`src/rtl/csr_ctrl.sv`:
```
// Execute-stage CSR access and trap/return sequencer driving a single-port CSR file.
// Zicsr: 1 cycle after accept; ECALL: 4 cycles (redirect in the last); MRET: 2 cycles. Accepts only in IDLE.
module csr_ctrl #(
  parameter int XLEN        = 32,
  parameter int ECALL_CAUSE = 11
) (
  input  logic            clk,
  input  logic            rst,
  input  logic            req_valid,
  output logic            req_ready,
  input  logic [2:0]      req_funct3,
  input  logic [11:0]     req_csr,
  input  logic [4:0]      req_rs1_idx,
  input  logic [XLEN-1:0] req_rs1_data,
  input  logic [XLEN-1:0] req_pc,
  input  logic            req_ecall,
  input  logic            req_mret,
  output logic            resp_valid,
  output logic [XLEN-1:0] resp_rdata,
  output logic            resp_illegal,
  output logic            redirect_valid,
  output logic [XLEN-1:0] redirect_pc,
  output logic            csr_wen,
  output logic [XLEN-1:0] csr_read_addr,
  output logic [XLEN-1:0] csr_write_addr,
  output logic [XLEN-1:0] csr_write_data,
  input  logic [XLEN-1:0] csr_read_data
);

  localparam logic [11:0] MSTATUS = 12'h300;
  localparam logic [11:0] MTVEC   = 12'h305;
  localparam logic [11:0] MEPC    = 12'h341;
  localparam logic [11:0] MCAUSE  = 12'h342;

  typedef enum logic [2:0] {
    S_IDLE, S_CSR, S_T_EPC, S_T_CAUSE, S_T_STAT, S_T_VEC, S_R_STAT, S_R_EPC
  } state_e;

  state_e            state_q;
  logic [2:0]        funct3_q;
  logic [4:0]        rs1_idx_q;
  logic [XLEN-1:0]   rs1_data_q;
  logic [XLEN-1:0]   pc_q;
  logic [11:0]       addr_q;
  logic              wen_q;
  logic              ready_q;
  logic              resp_valid_q;
  logic              illegal_q;
  logic              redirect_valid_q;

  // Control outputs for each state are computed on the edge that enters it.
  always_ff @(posedge clk) begin
    if (rst) begin
      state_q          <= S_IDLE;
      funct3_q         <= '0;
      rs1_idx_q        <= '0;
      rs1_data_q       <= '0;
      pc_q             <= '0;
      addr_q           <= '0;
      wen_q            <= 1'b0;
      ready_q          <= 1'b1;
      resp_valid_q     <= 1'b0;
      illegal_q        <= 1'b0;
      redirect_valid_q <= 1'b0;
    end else begin
      addr_q           <= '0;
      wen_q            <= 1'b0;
      ready_q          <= 1'b0;
      resp_valid_q     <= 1'b0;
      illegal_q        <= 1'b0;
      redirect_valid_q <= 1'b0;
      case (state_q)
        S_IDLE: begin
          if (req_valid) begin
            funct3_q   <= req_funct3;
            rs1_idx_q  <= req_rs1_idx;
            rs1_data_q <= req_rs1_data;
            pc_q       <= req_pc;
            if (req_ecall) begin
              state_q <= S_T_EPC;
              addr_q  <= MEPC;
              wen_q   <= 1'b1;
            end else if (req_mret) begin
              state_q <= S_R_STAT;
              addr_q  <= MSTATUS;
              wen_q   <= 1'b1;
            end else begin
              state_q      <= S_CSR;
              resp_valid_q <= 1'b1;
              if (req_funct3[1:0] == 2'b00) begin
                illegal_q <= 1'b1;
              end else begin
                addr_q <= req_csr;
                // Set/clear with x0/zimm=0 must not write (no side effects on read-only CSRs).
                wen_q  <= (req_funct3[1:0] == 2'b01) || (req_rs1_idx != 5'd0);
              end
            end
          end else begin
            ready_q <= 1'b1;
          end
        end
        S_T_EPC: begin
          state_q <= S_T_CAUSE;
          addr_q  <= MCAUSE;
          wen_q   <= 1'b1;
        end
        S_T_CAUSE: begin
          state_q <= S_T_STAT;
          addr_q  <= MSTATUS;
          wen_q   <= 1'b1;
        end
        S_T_STAT: begin
          state_q          <= S_T_VEC;
          addr_q           <= MTVEC;
          redirect_valid_q <= 1'b1;
        end
        S_R_STAT: begin
          state_q          <= S_R_EPC;
          addr_q           <= MEPC;
          redirect_valid_q <= 1'b1;
        end
        default: begin
          state_q <= S_IDLE;
          ready_q <= 1'b1;
        end
      endcase
    end
  end

  logic [XLEN-1:0] src;
  logic [XLEN-1:0] stat_trap;
  logic [XLEN-1:0] stat_ret;
  logic [XLEN-1:0] wdata;

  assign src = funct3_q[2] ? {{(XLEN-5){1'b0}}, rs1_idx_q} : rs1_data_q;

  always_comb begin
    stat_trap        = csr_read_data;
    stat_trap[7]     = csr_read_data[3];
    stat_trap[3]     = 1'b0;
    stat_trap[12:11] = 2'b11;
    stat_ret         = csr_read_data;
    stat_ret[3]      = csr_read_data[7];
    stat_ret[7]      = 1'b1;
    stat_ret[12:11]  = 2'b11;
  end

  always_comb begin
    wdata = '0;
    if (wen_q) begin
      case (state_q)
        S_CSR: begin
          case (funct3_q[1:0])
            2'b01:   wdata = src;
            2'b10:   wdata = csr_read_data | src;
            2'b11:   wdata = csr_read_data & ~src;
            default: wdata = '0;
          endcase
        end
        S_T_EPC:   wdata = {pc_q[XLEN-1:2], 2'b00};
        S_T_CAUSE: wdata = XLEN'(ECALL_CAUSE);
        S_T_STAT:  wdata = stat_trap;
        S_R_STAT:  wdata = stat_ret;
        default:   wdata = '0;
      endcase
    end
  end

  assign req_ready      = ready_q;
  assign resp_valid     = resp_valid_q;
  assign resp_illegal   = illegal_q;
  assign resp_rdata     = (resp_valid_q && !illegal_q) ? csr_read_data : '0;
  assign redirect_valid = redirect_valid_q;
  // Both trap vector and mepc targets are word-aligned; vectored mtvec is ignored for exceptions.
  assign redirect_pc    = redirect_valid_q ? {csr_read_data[XLEN-1:2], 2'b00} : '0;
  assign csr_wen        = wen_q;
  assign csr_read_addr  = {{(XLEN-12){1'b0}}, addr_q};
  assign csr_write_addr = {{(XLEN-12){1'b0}}, addr_q};
  assign csr_write_data = wdata;

endmodule

```
`config.mk`:
```
export PLATFORM = sky130hd
export DESIGN_NAME = csr_ctrl
export DESIGN_NICKNAME = d
export VERILOG_FILES = /design/src/rtl/csr_ctrl.sv
export SDC_FILE = /design/constraint.sdc
export NUM_CORES = 1
export LEC_CHECK = 0
export CAP_MARGIN = 0
export CORE_MARGIN = 4
export CORE_UTILIZATION = 35
export CTS_BUF_LIST = sky130_fd_sc_hd__clkbuf_4
export DETAILED_ROUTE_END_ITERATION = 10
export GPL_TIMING_DRIVEN = 0
export PLACE_DENSITY = 0.81
export SLEW_MARGIN = 40
export SYNTH_ARGS = -nofsm -noshare
export SYNTH_HDL_FRONTEND = slang
export SYNTH_SLANG_ARGS = --single-unit
export TNS_END_PERCENT = 50
```
`constraint.sdc`:
```
create_clock -name clk -period 2.2 [get_ports clk]
set_input_delay 0.55 -clock clk [delete_from_list [all_inputs] [get_ports clk]]
set_output_delay 0.55 -clock clk [all_outputs]
set_load 0.05 [all_outputs]
```
After elaboration in Yosys (flattened, before gate mapping)

Index checks and enable logic that the tools add are counted.

Bitwise operators: 5
Equality and inequality tests: 10
Reductions and logical operators: 12
Multiplexer cells: 25

Operators with widths:

| kind                                                 | number |
|---|---|
| case mux 32 bit (5 select lines)                     | 1 |
| 2-to-1 mux 32 bit                                    | 4 |
| case mux 32 bit (3 select lines)                     | 1 |
| case mux 12 bit (5 select lines)                     | 1 |
| 2-to-1 mux 12 bit                                    | 4 |
| bitwise AND 32 bit                                   | 1 |
| NOT 32 bit                                           | 1 |
| bitwise OR 32 bit                                    | 1 |
| case mux 3 bit (5 select lines)                      | 1 |
| 2-to-1 mux 3 bit                                     | 3 |
| 2-to-1 mux 1 bit                                     | 8 |
| OR reduction 4 bit                                   | 2 |
| equality test 3 x 2 -> 1 bit (second input constant) | 2 |
| equality test 3 bit (second input constant)          | 2 |
| nonzero test 5 bit                                   | 1 |
| OR reduction 5 bit                                   | 1 |
| equality test 2 x 1 -> 1 bit (second input constant) | 2 |
| equality test 2 bit (second input constant)          | 2 |
| case mux 1 bit (2 select lines)                      | 2 |
| OR reduction 2 bit                                   | 2 |
| equality test 3 x 1 -> 1 bit (second input constant) | 1 |
| zero test 3 bit                                      | 1 |
| zero test 2 bit                                      | 1 |
| inequality test 2 bit (second input constant)        | 1 |
| other kinds (5)                                      | 6 |

Output and inout port bits: 165
Word-level logic and storage cells: 63
Input bits: 121
Register bits: 92

Depth between registers and ports, before layout

Word-level depth: 7
Mapped depth: 6
Gate-level depth less buffers: 3

Least setup slack after synthesis

OpenSTA, ideal clock, no wires.

Path kind: reg2out
Start: register wen_q, in the netlist csr_wen
End: output port csr_write_data[10]
Cell stages (with the launch flop): 3
Data required time: 1.650 ns
Path buffers: 0
Data arrival time: 2.381 ns
Setup slack: -0.731 ns
Path through: dfxtp_1 -> nand3_1 -> o32ai_1

Longest elaborated chain between the ends: 1

Ends and longest elaborated chain:

| what                   | RTL line | source |
|---|---|---|
| start, declared        | 45       | `logic wen_q;` |
| start signal, assigned | 95       | `wen_q <= (req_funct3[1:0] == 2'b01) \|\| (req_rs1_idx != 5'd0);` |
| 2-to-1 mux 32 bit      | 150      | `if (wen_q) begin` |
| end, declared          | 26       | `output logic [XLEN-1:0] csr_write_data,` |

No other way between the ends.

Final worst setup path

Start: register state_q[2]
End: output port csr_write_data[2]

Longest elaborated chain between the ends: 3
Elaborated cells between the ends (all ways): 7
Those cells by class: 5 x eq/ne; 2 x mux

Ends and longest elaborated chain:

| what                                        | RTL line | source |
|---|---|---|
| start, declared                             | 39       | `state_e state_q;` |
| start signal, assigned                      | 54       | `state_q <= S_IDLE;` |
| start signal, assigned                      | 80       | `state_q <= S_T_EPC;` |
| start signal, assigned                      | 84       | `state_q <= S_R_STAT;` |
| equality test 3 bit (tied with other cells) | 151      | `case (state_q)` |
| case mux 32 bit (5 select lines) *          | 151      |  |
| 2-to-1 mux 32 bit *                         | 150      |  |

Every way passes the cells marked *; elsewhere a longest branch is shown, timed or not.

==> summary.md <==
| Metric | Value |
|---|---|
| Die area | 17,900 µm² |
| Port Buffer Count | 240 |
| R2R depth | 7 |
| Commonest non-fill, non-tap cell in the layout | nand2_1 |
| Synth unique cells | 48 |
| Flop2flop setup slack | 200 ps |
| Fmax | 386 MHz |
| Fillers | between 1,000 and 1,500 |
| Crit path required time | 1650 ps |
| TNS Setup | -10,770 ps |
| Critical path, cell by cell | buf_4 -> nand4bb_4 -> buf_12 -> nor4b_4 -> a311o_1 -> buf_6 |
| WP data arrival | roughly 2000 ps |
| Post-route ant nets | 0 |
| CP max-delay cell | dfxtp_2 |
| CORE AREA | 15,400 µm² |
| Leakage | between 4 and 5 nW |
| Worst Skew | approximately 18 ps |
| Area Overhead vs Synth | 86.6% |
| I/O Pins | ~290 |
| Max-slew violation count | 0 |
| Row cnt | 45 |
| Worst Path Max Fanout | 7 |
| Gp weighted congestion | about 0.92 |
| Max Cap Violations | 0 |
| Failing checks | setup timing |
| GRT overflow | 0 |
| Clock Path Buffers | 2 |
| Post-synthesis register bit count | 90 |
| Die width | 134 µm |
| Num CTS Buffers | 9 |
| Avg Cell Area, Syn | around 7.5 µm² |
| Top_reg_cell synth | dfxtp_1 |
| Ant. Diodes | 0 |
| RSZ-0062 raised after global routing | true |
| Number of remaining DRC errors | 0 |
| Vias in the first global route | 6,487 |
| Fraction of layout cells with a size suffix above 1 | 0.375 |
| Routed Wire Length | 25,300 µm |
| Most frequent cells in the layout | nand2_1 (170), clkdlybuf4s50_1 (117), a21oi_1 (93) |
| Post-synth ARST share | 0 |
| Largest net degree at the start of global routing | 16 |
| CTS H-tree lvls | 3 |
| Worst flop-to-flop path endpoint | rs1_data_q[4] |
| Period utilization | 1.18 |
| Wire length per cell | 19.7 µm |
| Hold Path Origin | pc_q[8] |
| Clock sink count | 90 |
| Final #Nets | approximately 1,200 |
| Total number of vias | around 6,800 |
| Final WS setup | -390 ps |
| Final Power | 5.28 mW |
| CTS tree | done |
| Clock latency on the worst-skew pair | 480 ps |
| Dpl cells | 1,231 |
| Hold Crit Class | reg2reg |
| DPL Wire Length | roughly 17,000 µm |
| CTS Root Cell | clkbuf_4 |
| Layout Cells excl Fill | roughly 1,300 |
| WHS Path Cells | 2 |
| Total track usage | 0.253 |
| Critical path type | reg2out |
| Final Hold Fails | 0 |
| Sequential area share after synthesis | 0.325 |
| PD cells | between 500 and 600 nW/µm² |
| Initial Utilization | 0.361 |
| CP Launch Type | flop |
| Chip Height | 134 µm |
| Hold Path End | pc_q[8] |
| Nature of the critical path endpoint | output pin |
| Multi-input gate area | 4130 µm² |
| Mapped Cells | 739 |
| Measured slew at the worst slew-check pin | 639 ps |
| Max-slew headroom | 0.574 |
| YS warnings | 0 |
| Max incr delay on CP | about 370 ps |
| CTS clock-pin slew for the worst setup and hold paths | 150 ps |
| FF/Latch Area | 1820 µm² |
| Final setup viols | 38 |
| Cell Area, Synth | around 5500 µm² |
| First-pass GRT wire length | approximately 36,000 µm |
| DR iter-0 viols | around 600 |
| First drt pass iteration count | 5 |
| Via/cell ratio | approximately 5.2 |
| Fin crit period | 2590 ps |
| EDFF count, synth | 0 |
| Peak VDD IR | approximately 0.21 mV |
| Worst R2R Start | state_q[2] |
| Status | finished, violations left |
| Initial antenna violation count | 0 |
-- final cells by class --
| cell class | instances | share of cell area |
|---|---|---|
| Buffer | 114 | 0.0950 |
| Multi-Input combinational cell | 568 | 0.399 |
| Clock buffer | 9 | 0.00653 |
| Inverter | 6 | 0.00218 |
| Tap cell | 211 | 0.0255 |
| Sequential cell | 90 | 0.176 |
| Timing Repair Buffer | 282 | 0.286 |
| Clock inverter | 7 | 0.00895 |
-- flip-flops by register name (all words and copies together), names as in the netlist --
signal          cells
req_ready           1
pc_q               30
rs1_data_q         32
csr_wen             1
redirect_valid      1
resp_illegal        1
addr_q             12
funct3_q            3
rs1_idx_q           5
resp_valid          1
state_q             3
-- critical path: cells and delay by family, from the launching register on --
kind            cells  cell delay [ps]
simple gates        2              510
compound gates      1              180
flops               1              370
buf+inv             3              490
-- where the power goes --
group | total, mW | internal (mW) | switching, mW
clock | 1.06 | 0.459 | 0.603
sequential | 1.90 | 1.77 | 0.126
combinational | 2.31 | 0.999 | 1.31
-- kinds of logic after synthesis --
logic type,synth area share
mux,0.0693
simple gates,0.307
other cells,0.000677
xor+xnor,0.00158
flops,0.325
buf+inv,0.124
compound gates,0.172
-- synth_stat cells (2+ instances only) --
library cell / instances / area [µm²]
o22ai_1: 17 / 106
nand2_1: 171 / 642
buf_1: 2 / 7.51
a211oi_1: 3 / 22.5
a311o_1: 2 / 20.0
buf_2: 20 / 100
o21bai_1: 2 / 15.0
nor2_1: 4 / 15.0
nand2b_1: 29 / 181
buf_4: 54 / 405
mux2i_1: 8 / 80.1
nand3b_1: 5 / 37.5
nor4_1: 2 / 12.5
a31o_2: 2 / 17.5
mux2_2: 27 / 304
a21o_1: 3 / 22.5
inv_1: 6 / 22.5
o2111ai_1: 2 / 17.5
nor2b_1: 5 / 31.3
nor4b_1: 4 / 35.0
a31oi_1: 3 / 18.8
a22oi_1: 7 / 52.6
o21ai_0: 4 / 20.0
and3b_1: 19 / 166
a21oi_1: 99 / 495
o21a_1: 3 / 22.5
o32ai_1: 8 / 70.1
clkbuf_1: 40 / 150
nor3b_1: 2 / 15.0
and2_1: 71 / 444
nor3_1: 7 / 35.0
dfxtp_1: 90 / 1800
or2_2: 3 / 18.8
-- timing repair --
action	CTS	global route
endpoints found under the setup margin	122	96
pin swaps	23	20
buffers inserted	17	15
gates cloned	5	6
hold endpoints to repair	0	0
gates resized for setup	764	145
hold buffers	0	0
-- through the flow --
stage,area (µm²),setup WS [ps],utilization,hold slack (ps)
2_1_floorplan,6020,-96.2,-,432
3_3_place_gp,8690,-1140,0.565,442
3_5_place_dp,8700,-977,0.566,448
4_1_cts,9670,-358,0.629,466
5_1_grt,10300,-474,0.673,491
6_report,10300,-390,0.673,466
-- how the worst max path moves through the flow --
stage,startpoint,endpoint,cells after the start
after global placement,state_q[0],csr_write_data[2],6
after floorplan,csr_wen,csr_write_data[3],3
after global routing,state_q[2],csr_write_data[12],6
after detailed placement,funct3_q[1],csr_write_data[29],6
final,state_q[2],csr_write_data[2],6
after CTS,state_q[2],csr_write_data[12],6
-- routing by layer --
layer	vias up	GRT usage	wire (µm)
met5	-	0	0
li1	3071	-	-
met3	86	0.0641	2420
met1	3172	0.292	9350
met2	422	0.440	12400
met4	0	0.118	1100
(Power assumes the default switching activity.)
